## src/rtl/uart_rx_fifo.sv

```systemverilog
// Receive-side byte buffer behind the UART receiver: turns the receiver's level-held
// ready/error flags into single events, queues good bytes and counts errored frames.
module uart_rx_fifo #(
    parameter int DEPTH = 16,
    parameter int AW    = $clog2(DEPTH)
) (
    input  logic          clk,
    input  logic          rst,
    input  logic          rx_ready,
    input  logic          rx_error,
    input  logic [7:0]    rx_val,
    input  logic          rd_en,
    input  logic          clr,
    output logic [7:0]    rd_data,
    output logic          rd_valid,
    output logic          empty,
    output logic          full,
    output logic [AW:0]   count,
    output logic          overflow,
    output logic [7:0]    err_count
);

    localparam logic [AW:0]   FULL_COUNT = (AW + 1)'(DEPTH);
    localparam logic [AW:0]   COUNT_ONE  = {{AW{1'b0}}, 1'b1};
    localparam logic [AW-1:0] PTR_ONE    = {{(AW - 1){1'b0}}, 1'b1};

    logic [7:0]    mem [DEPTH];

    logic          readyPrev_q;
    logic          errorPrev_q;
    logic [AW-1:0] wrPtr_q,    wrPtr_d;
    logic [AW-1:0] rdPtr_q,    rdPtr_d;
    logic [AW:0]   count_q,    count_d;
    logic          overflow_q, overflow_d;
    logic [7:0]    errCount_q, errCount_d;
    logic          rdValid_q,  rdValid_d;
    logic [7:0]    rdData_q;

    logic writeEvent;
    logic errorEvent;
    logic rdAccept;
    logic wrAccept;
    logic wrDrop;

    assign empty = (count_q == '0);
    assign full  = (count_q == FULL_COUNT);

    assign writeEvent = rx_ready & ~readyPrev_q;
    assign errorEvent = rx_error & ~errorPrev_q;

    // A full FIFO can still take a byte when a read frees the oldest slot in the same cycle.
    assign rdAccept = rd_en & ~empty & ~clr;
    assign wrAccept = writeEvent & (~full | rdAccept) & ~clr;
    assign wrDrop   = writeEvent & full & ~rdAccept & ~clr;

    always_comb begin
        wrPtr_d    = wrPtr_q;
        rdPtr_d    = rdPtr_q;
        count_d    = count_q;
        overflow_d = overflow_q;
        errCount_d = errCount_q;
        rdValid_d  = 1'b0;

        if (clr) begin
            wrPtr_d    = '0;
            rdPtr_d    = '0;
            count_d    = '0;
            overflow_d = 1'b0;
            errCount_d = 8'd0;
        end else begin
            if (wrAccept) begin
                wrPtr_d = wrPtr_q + PTR_ONE;
            end
            if (rdAccept) begin
                rdPtr_d   = rdPtr_q + PTR_ONE;
                rdValid_d = 1'b1;
            end
            case ({wrAccept, rdAccept})
                2'b10:   count_d = count_q + COUNT_ONE;
                2'b01:   count_d = count_q - COUNT_ONE;
                default: count_d = count_q;
            endcase
            if (wrDrop) begin
                overflow_d = 1'b1;
            end
            if (errorEvent && errCount_q != 8'hFF) begin
                errCount_d = errCount_q + 8'd1;
            end
        end
    end

    // Edge-detect history resets high so a level already present at reset release is ignored.
    always_ff @(posedge clk) begin
        if (rst) begin
            readyPrev_q <= 1'b1;
            errorPrev_q <= 1'b1;
            wrPtr_q     <= '0;
            rdPtr_q     <= '0;
            count_q     <= '0;
            overflow_q  <= 1'b0;
            errCount_q  <= 8'd0;
            rdValid_q   <= 1'b0;
        end else begin
            readyPrev_q <= rx_ready;
            errorPrev_q <= rx_error;
            wrPtr_q     <= wrPtr_d;
            rdPtr_q     <= rdPtr_d;
            count_q     <= count_d;
            overflow_q  <= overflow_d;
            errCount_q  <= errCount_d;
            rdValid_q   <= rdValid_d;
        end
    end

    // No reset on the array so it maps onto block RAM.
    always_ff @(posedge clk) begin
        if (wrAccept && !rst) begin
            mem[wrPtr_q] <= rx_val;
        end
    end

    always_ff @(posedge clk) begin
        if (rst) begin
            rdData_q <= 8'd0;
        end else if (rdAccept) begin
            rdData_q <= mem[rdPtr_q];
        end
    end

    assign rd_data   = rdData_q;
    assign rd_valid  = rdValid_q;
    assign count     = count_q;
    assign overflow  = overflow_q;
    assign err_count = errCount_q;

endmodule

```

## config.mk

```make
export PLATFORM = sky130hd
export DESIGN_NAME = uart_rx_fifo
export DESIGN_NICKNAME = d
export VERILOG_FILES = /design/src/rtl/uart_rx_fifo.sv
export SDC_FILE = /design/constraint.sdc
export NUM_CORES = 1
export LEC_CHECK = 0
export ABC_CLOCK_PERIOD_IN_PS = 4350
export CORE_MARGIN = 10
export CORE_UTILIZATION = 30
export DETAILED_ROUTE_END_ITERATION = 12
export PLACE_DENSITY = 0.56
export SLEW_MARGIN = 0
export SYNTH_ARGS = -nofsm -noshare
export SYNTH_HDL_FRONTEND = slang
export SYNTH_SLANG_ARGS = --single-unit
```

## constraint.sdc

```tcl
create_clock -name clk -period 4.35 [get_ports clk]
set_clock_uncertainty 0.1 [all_clocks]
set_input_delay 0.87 -clock clk [delete_from_list [all_inputs] [get_ports clk]]
set_output_delay 0.87 -clock clk [all_outputs]
set_load 0.02 [all_outputs]
```

==> flow_metrics.py, run 1 <==
metrics = {
    "clock_tree": {
        "htreeDepth": 4,
        "clock_sinks": 161,
        "cts_setup_buffers": 0,
        "cts_hold_buffers": 0,
        "cts_tree": "built",
        "clkTransAtPathRegs_ns": 0.06,
        "cts_made_buffers": 17,
        "cts_buffer_depth": 2,
        "clk_latency_ns": 0.42,
        "cts_resized": 0,
        "root_buffer": "clkbuf_16",
    },
    "floorplan": {
        "ios": 39,
        "coreArea_sq_um": 21200,
        "dieArea_sq_um": 28000,
        "die_w_microns": 167,
        "dieHeight_microns": 167,
        "start_util_pct": 30.7,
        "fp-row-count": 53,
    },
    "synthesis": {
        "yosys-top-cells-count": "edfxtp_1 (128), nor2_1 (48), dfxtp_1 (33)",
        "post-synth-top-area-cell": "edfxtp_1",
        "yosys_warnings": 0,
        "synth_area_leaders": "edfxtp_1 (59%), dfxtp_1 (10%), mux4_2 (8.3%)",
        "yosys.area.top_type_share_pct": 59.0,
        "synth_edf_count": 128,
        "synth_most_common_cell": "edfxtp_1",
        "synthesis.nets": 443,
        "synth-main-ff-cell": "edfxtp_1",
        "ys_ff_latch": 161,
        "synthesis.area_sq_um": 6520,
        "syn_inst": 418,
        "synthArstFlopShare_pct": 0,
        "syn_avg_cell_area_sq_um": 15.6,
        "synthDistinctLibCells": 39,
        "synth_seq_area_share_pct": 69.1,
    },
    "placed_design": {
        "portBuffers": 38,
        "place_hpwl_mm": 9.27,
        "gp_congestion": 0.763,
        "dpl_cell_area_sq_um": 7230,
    },
    "critical_path": {
        "start_kind": "input port",
        "cp_common_cell": "ha_1",
        "critPathKind": "input port to register",
        "r2r_cells": 11,
        "cp_slowest_stage_delay_ns": 0.50,
        "r2r-end": "count[4]",
        "slowest_stage": "clkdlybuf4s50_1",
        "worstSetupStartpoint": "rx_ready",
        "r2r-start": "count[0]",
        "worst-r2r-setup-slack_ns": 1.09,
        "cp_max_fo": 7,
        "crit_chain": "clkdlybuf4s50_1 > nor3b_1 > o31a_1 > inv_2 > ha_1 > ha_1 > nor2b_1 > o21ai_1 > nor4b_1 > or3_1 > a21oi_1",
        "worstPathArrival_ns": 3.56,
        "end_kind": "register",
        "crit_required_ns": 4.54,
        "endpoint": "count[4]",
    },
    "sta": {
        "rsz0062_at_grt": "false",
        "drv_slew": 0,
        "final-hold-violation-count": 0,
        "setup-tns-final_ns": 0,
        "setup_viol": 0,
        "max_freq_mhz": 296,
        "tightest_slew_ns": 1.03,
        "slew_headroom_pct": 31.6,
        "min_period_ns": 3.38,
        "period_share_pct": 77.6,
        "hold_ws_ns": 0.360,
    },
    "final_layout": {
        "fin_area_sq_um": 7830,
        "fill_cells": 1999,
        "final_nets": 493,
        "area_delta_synth_final_pct": 20.1,
        "fin_util_pct": 36.9,
        "diodes": 0,
        "drive_above_1_share_pct": 15.6,
    },
    "route": {
        "post-route-drc-count": 0,
        "routed_wl_mm": 13.8,
        "wire_per_inst_microns": 18.3,
        "antenna_left": 0,
        "via_per_inst": 4.75,
        "route.vias.total": 3593,
        "drt_iter0_drc": 263,
        "dr.pass1.iters": 4,
    },
    "worst_hold_path": {
        "min_path_type": "register to register",
    },
    "pwr": {
        "p_seq_share_pct": 51.7,
        "clkPwrFrac_pct": 46.5,
        "p_leak_nw": 2.49,
        "power_switching_mw": 0.672,
        "power_frac_comb_pct": 1.8,
        "switching_share_pct": 20.9,
        "power_density_nw_per_um2": 411,
        "internal_power_mw": 2.54,
        "ir_worst_vdd_v": 0.000259,
    },
    "global_routing": {
        "grt_pass1_wl_mm": 21.9,
        "grt_pass1_vias": 3802,
        "gr-total-overflow": 0,
        "antenna_found_initial": 0,
        "grt_usage_pct": 10.1,
        "grt_max_degree": 38,
    },
    "status": {
        "status": "complete, no violations",
    },
    "run": {
        "drv_cap": 0,
    },
}
[final cells by class]
| class | instances | area (sq um) | share of cell area (%) |
|---|---|---|---|
| clock buffers | 17 | 425 | 5.43 |
| clock inverters | 15 | 171 | 2.19 |
| inverters | 12 | 45.0 | 0.575 |
| multi-input cells | 227 | 1870 | 23.9 |
| flip-flops and latches | 161 | 4510 | 57.6 |
| well taps | 275 | 344 | 4.40 |
| repair buffers | 49 | 463 | 5.91 |
[per-layer routing]
| metal | part of all wire [%] | GRT usage [%] | vias to the layer above |
|---|---|---|---|
| met3 | 5.5 | 3.49 | 17 |
| met4 | 0.86 | 2.88 | 0 |
| met1 | 43 | 12.0 | 1821 |
| met2 | 50 | 17.0 | 82 |
| met5 | 0 | 0 | - |
| li1 | - | - | 1673 |
[power by group through the flow]
stage | clock (mW) | sequential, mW | combinational (mW)
after floorplan | 0 | 1.70 | 0.0175
after global routing | 1.60 | 1.66 | 0.0643
final | 1.50 | 1.66 | 0.0583
after global placement | 0 | 1.70 | 0.0574
after CTS | 1.53 | 1.66 | 0.0599
after detailed placement | 0 | 1.70 | 0.0598
[worst max-delay path, delay by kind of cell]
family	cells	cell delay, ns
AND/OR/NAND/NOR	4	0.92
AO/OA/AOI/OAI	3	0.61
adder cells (fa/ha/maj)	2	0.58
buffers and inverters	2	0.59
[flip-flops by register name (all words and copies together) (netlist names)]
signal / flops
mem: 128
count: 5
readyPrev_q: 1
rdPtr_q: 4
err_count: 8
errorPrev_q: 1
overflow: 1
rd_data: 8
rd_valid: 1
wrPtr_q: 4
[through the flow]
step / instances / setup WS (ns) / power, mW
floorplan: 418 / 1.36 / 1.72
global placement: 724 / 0.728 / 1.75
detailed placement: 724 / 0.602 / 1.76
CTS: 756 / 1.04 / 3.25
global route: 756 / 0.817 / 3.33
finish: 756 / 0.973 / 3.22
[placed cells by master, fill, tap and decap left out, types with 7 or more instances in the layout]
cell type,instances
nor2_1,48
o211a_1,7
nand2_1,21
nor3_1,12
nand4_1,9
dfxtp_1,32
clkdlybuf4s50_1,38
edfxtp_1,128
xor2_1,8
inv_1,11
a21oi_1,7
clkbuf_16,17
mux4_2,24
buf_4,11
ha_1,10
mux2i_1,24
nand2b_1,10
[logic make-up (layout without fill, tap and decap cells)]
| kind of cell | after synthesis | after routing | synth area share, % |
|---|---|---|---|
| AOI/OAI and AO/OA | 29 | 29 | 3.32 |
| xor gates and xnor gates | 14 | 14 | 1.88 |
| adders and majority gates | 11 | 11 | 2.23 |
| buffers and inverters | 30 | 93 | 2.15 |
| DFF | 161 | 161 | 69.1 |
| muxes | 48 | 48 | 12.0 |
| and+or+nand+nor | 125 | 125 | 9.35 |
[worst min path at each step]
stage / start / end / cells past startpoint
6_report: overflow / overflow / 2
5_1_grt: overflow / overflow / 2
4_1_cts: overflow / overflow / 2
3_5_place_dp: overflow / overflow / 2
3_3_place_gp: overflow / overflow / 2
2_1_floorplan: wrPtr_q[1] / wrPtr_q[1] / 2
No activity file was read; power rests on OpenSTA's default activity.
==> inputs of run 2 (changes only) <==
ABC_CLOCK_PERIOD_IN_PS = 2900   (was 4350)
PLACE_DENSITY = 0.58   (was 0.56)
clock period = 2.9 ns   (was 4.35 ns; I/O delays follow)
==> flow_metrics.py, run 2 (synthesized netlist as in run 1, its figures left out) <==
metrics = {
    "sta": {
        "drv_slew": 0,
        "tightest_slew_ns": 0.671,
        "setup-tns-final_ns": 0,
        "hold_ws_ns": 0.363,
        "period_share_pct": 96.1,
        "max_freq_mhz": 359,
        "min_period_ns": 2.79,
        "slew_headroom_pct": 55.1,
        "final-hold-violation-count": 0,
        "setup_viol": 0,
        "fin_ws_ns": 0.112,
    },
    "pwr": {
        "power_frac_comb_pct": 1.9,
        "power_switching_mw": 1.02,
        "internal_power_mw": 3.74,
        "power_density_nw_per_um2": 592,
        "ir_worst_vdd_v": 0.000385,
        "p_seq_share_pct": 52.4,
        "p_leak_nw": 2.62,
        "clkPwrFrac_pct": 45.7,
        "switching_share_pct": 21.5,
    },
    "worst_hold_path": {
        "min_path_type": "register to register",
    },
    "floorplan": {
        "dieArea_sq_um": 28000,
        "die_w_microns": 167,
        "start_util_pct": 30.7,
        "fp-row-count": 53,
        "coreArea_sq_um": 21200,
        "dieHeight_microns": 167,
        "ios": 39,
    },
    "clock_tree": {
        "root_buffer": "clkbuf_16",
        "htreeDepth": 4,
        "cts_buffer_depth": 2,
        "clk_latency_ns": 0.42,
        "clkTransAtPathRegs_ns": 0.06,
        "cts_tree": "built",
        "cts_made_buffers": 17,
        "clock_sinks": 161,
    },
    "global_routing": {
        "grt.met3_usage_pct": 3.09,
        "grt_max_degree": 31,
        "antenna_found_initial": 0,
        "grt_pass1_wl_mm": 21.7,
        "gr-total-overflow": 0,
        "grtUsageMet2_pct": 16.0,
        "busiest_layer": "met2",
        "grt_usage_pct": 9.86,
        "met1_usage_pct": 12.4,
        "grt_pass1_vias": 3805,
    },
    "route": {
        "post-route-drc-count": 0,
        "antenna_left": 0,
        "wire_per_inst_microns": 17.5,
        "routed_wl_mm": 13.6,
        "via_per_inst": 4.72,
        "route.vias.total": 3685,
        "drt_iter0_drc": 305,
        "dr.pass1.iters": 4,
    },
    "critical_path": {
        "path_buf_inv": 1,
        "slowest_stage": "clkdlybuf4s50_1",
        "critPathKind": "register to output port",
        "crit_chain": "or4_4 > nor2_1 > clkdlybuf4s50_1",
        "path_delay_family": "simple AND/OR/NAND/NOR gates",
        "worstPathArrival_ns": 2.11,
        "crit_required_ns": 2.22,
        "end_kind": "output port",
        "start_kind": "register",
        "cp_max_fo": 5,
        "cp_slowest_stage_delay_ns": 0.64,
    },
    "run": {
        "drv_cap": 0,
    },
    "final_layout": {
        "regArea_sq_um": 4510,
        "multi_input_area_sq_um": 1900,
        "drive_above_1_share_pct": 20.6,
        "fin_area_sq_um": 8050,
        "regMostFlops": "mem",
        "final_nets": 517,
        "layout_common_cells": "edfxtp_1 (128), nor2_1 (48), clkdlybuf4s50_1 (38)",
        "fill_cells": 1970,
        "diodes": 0,
        "final_common_cell": "edfxtp_1",
        "area_delta_synth_final_pct": 23.4,
        "largest_reg_flops": 128,
    },
    "placed_design": {
        "gp_congestion": 0.756,
        "portBuffers": 38,
        "dpl_cell_area_sq_um": 7440,
        "place_hpwl_mm": 9.00,
        "pre_cts_ws_ns": -0.144,
    },
    "status": {
        "status": "complete, no violations",
    },
}
-- run 2: cell types whose count changed in the layout (fill, tap and decap cells not counted), moves of 2 or more --
cell | before | now
dfxtp_2 | 1 | 3
buf_4 | 11 | 33
clkinv_1 | 0 | 2
clkinv_8 | 0 | 2
dfxtp_1 | 32 | 30
buf_12 | 0 | 2
-- run 2: per-stage QoR --
step | std cells | util (%) | power [mW]
6_report | 780 | 37.9 | 4.76
2_1_floorplan | 418 | - | 2.57
5_1_grt | 780 | 37.9 | 4.92
3_3_place_gp | 747 | 35.1 | 2.63
3_5_place_dp | 747 | 35.1 | 2.64
4_1_cts | 779 | 37.8 | 4.81
-- run 2: worst register-to-register path: cells and delay by family, from the launching register on --
kind	cells	cell delay, ns
simple gates	4	1.17
fa+ha+maj	2	0.49
compound gates	3	0.48
flops	1	0.32
buf+inv	2	0.15
-- run 2: power groups by stage --
stage | clock [mW] | sequential (mW) | combinational, mW
floorplan | 0 | 2.55 | 0.0265
global placement | 0 | 2.54 | 0.0854
detailed placement | 0 | 2.54 | 0.0910
CTS | 2.23 | 2.49 | 0.0913
global route | 2.33 | 2.49 | 0.0986
finish | 2.18 | 2.49 | 0.0893
-- run 2: area by class of cell --
type | count | area share [%]
Inverter | 12 | 0.560
Sequential cell | 161 | 56.0
Timing Repair Buffer | 73 | 8.30
Clock buffer | 17 | 5.29
Tap cell | 275 | 4.28
Clock inverter | 15 | 1.91
Multi-Input combinational cell | 227 | 23.6
-- run 2: routing by layer --
metal  wire [microns]  share of wire, %  up-vias
met2             6630                49       86
li1                 -                 -     1724
met3              808               5.9        6
met1             6120                45     1869
met5                0                 0        -
met4               94              0.69        0
-- run 2: repair_timing --
| action | in CTS | in global routing |
|---|---|---|
| resized for setup | 0 | 4 |
| hold buffers | 0 | 0 |
| endpoints found under the hold margin | 0 | 0 |
| setup endpoints to repair | 0 | 1 |
| buffers inserted | 0 | 1 |
-- run 2: final timing paths --
path	startpoint	end	slack, ns	cells past startpoint
max reg2reg	count[1]	count[4]	0.12	11
min reg2reg	overflow	overflow	0.36	2
min	overflow	overflow	0.36	2
max	count[1]	full	0.11	3
==> inputs of run 3 (changes only) <==
SLEW_MARGIN = unset   (was 0)
==> results of run 3 <==
Same layout as run 2: the final DEF is identical, and so are final timing and power.
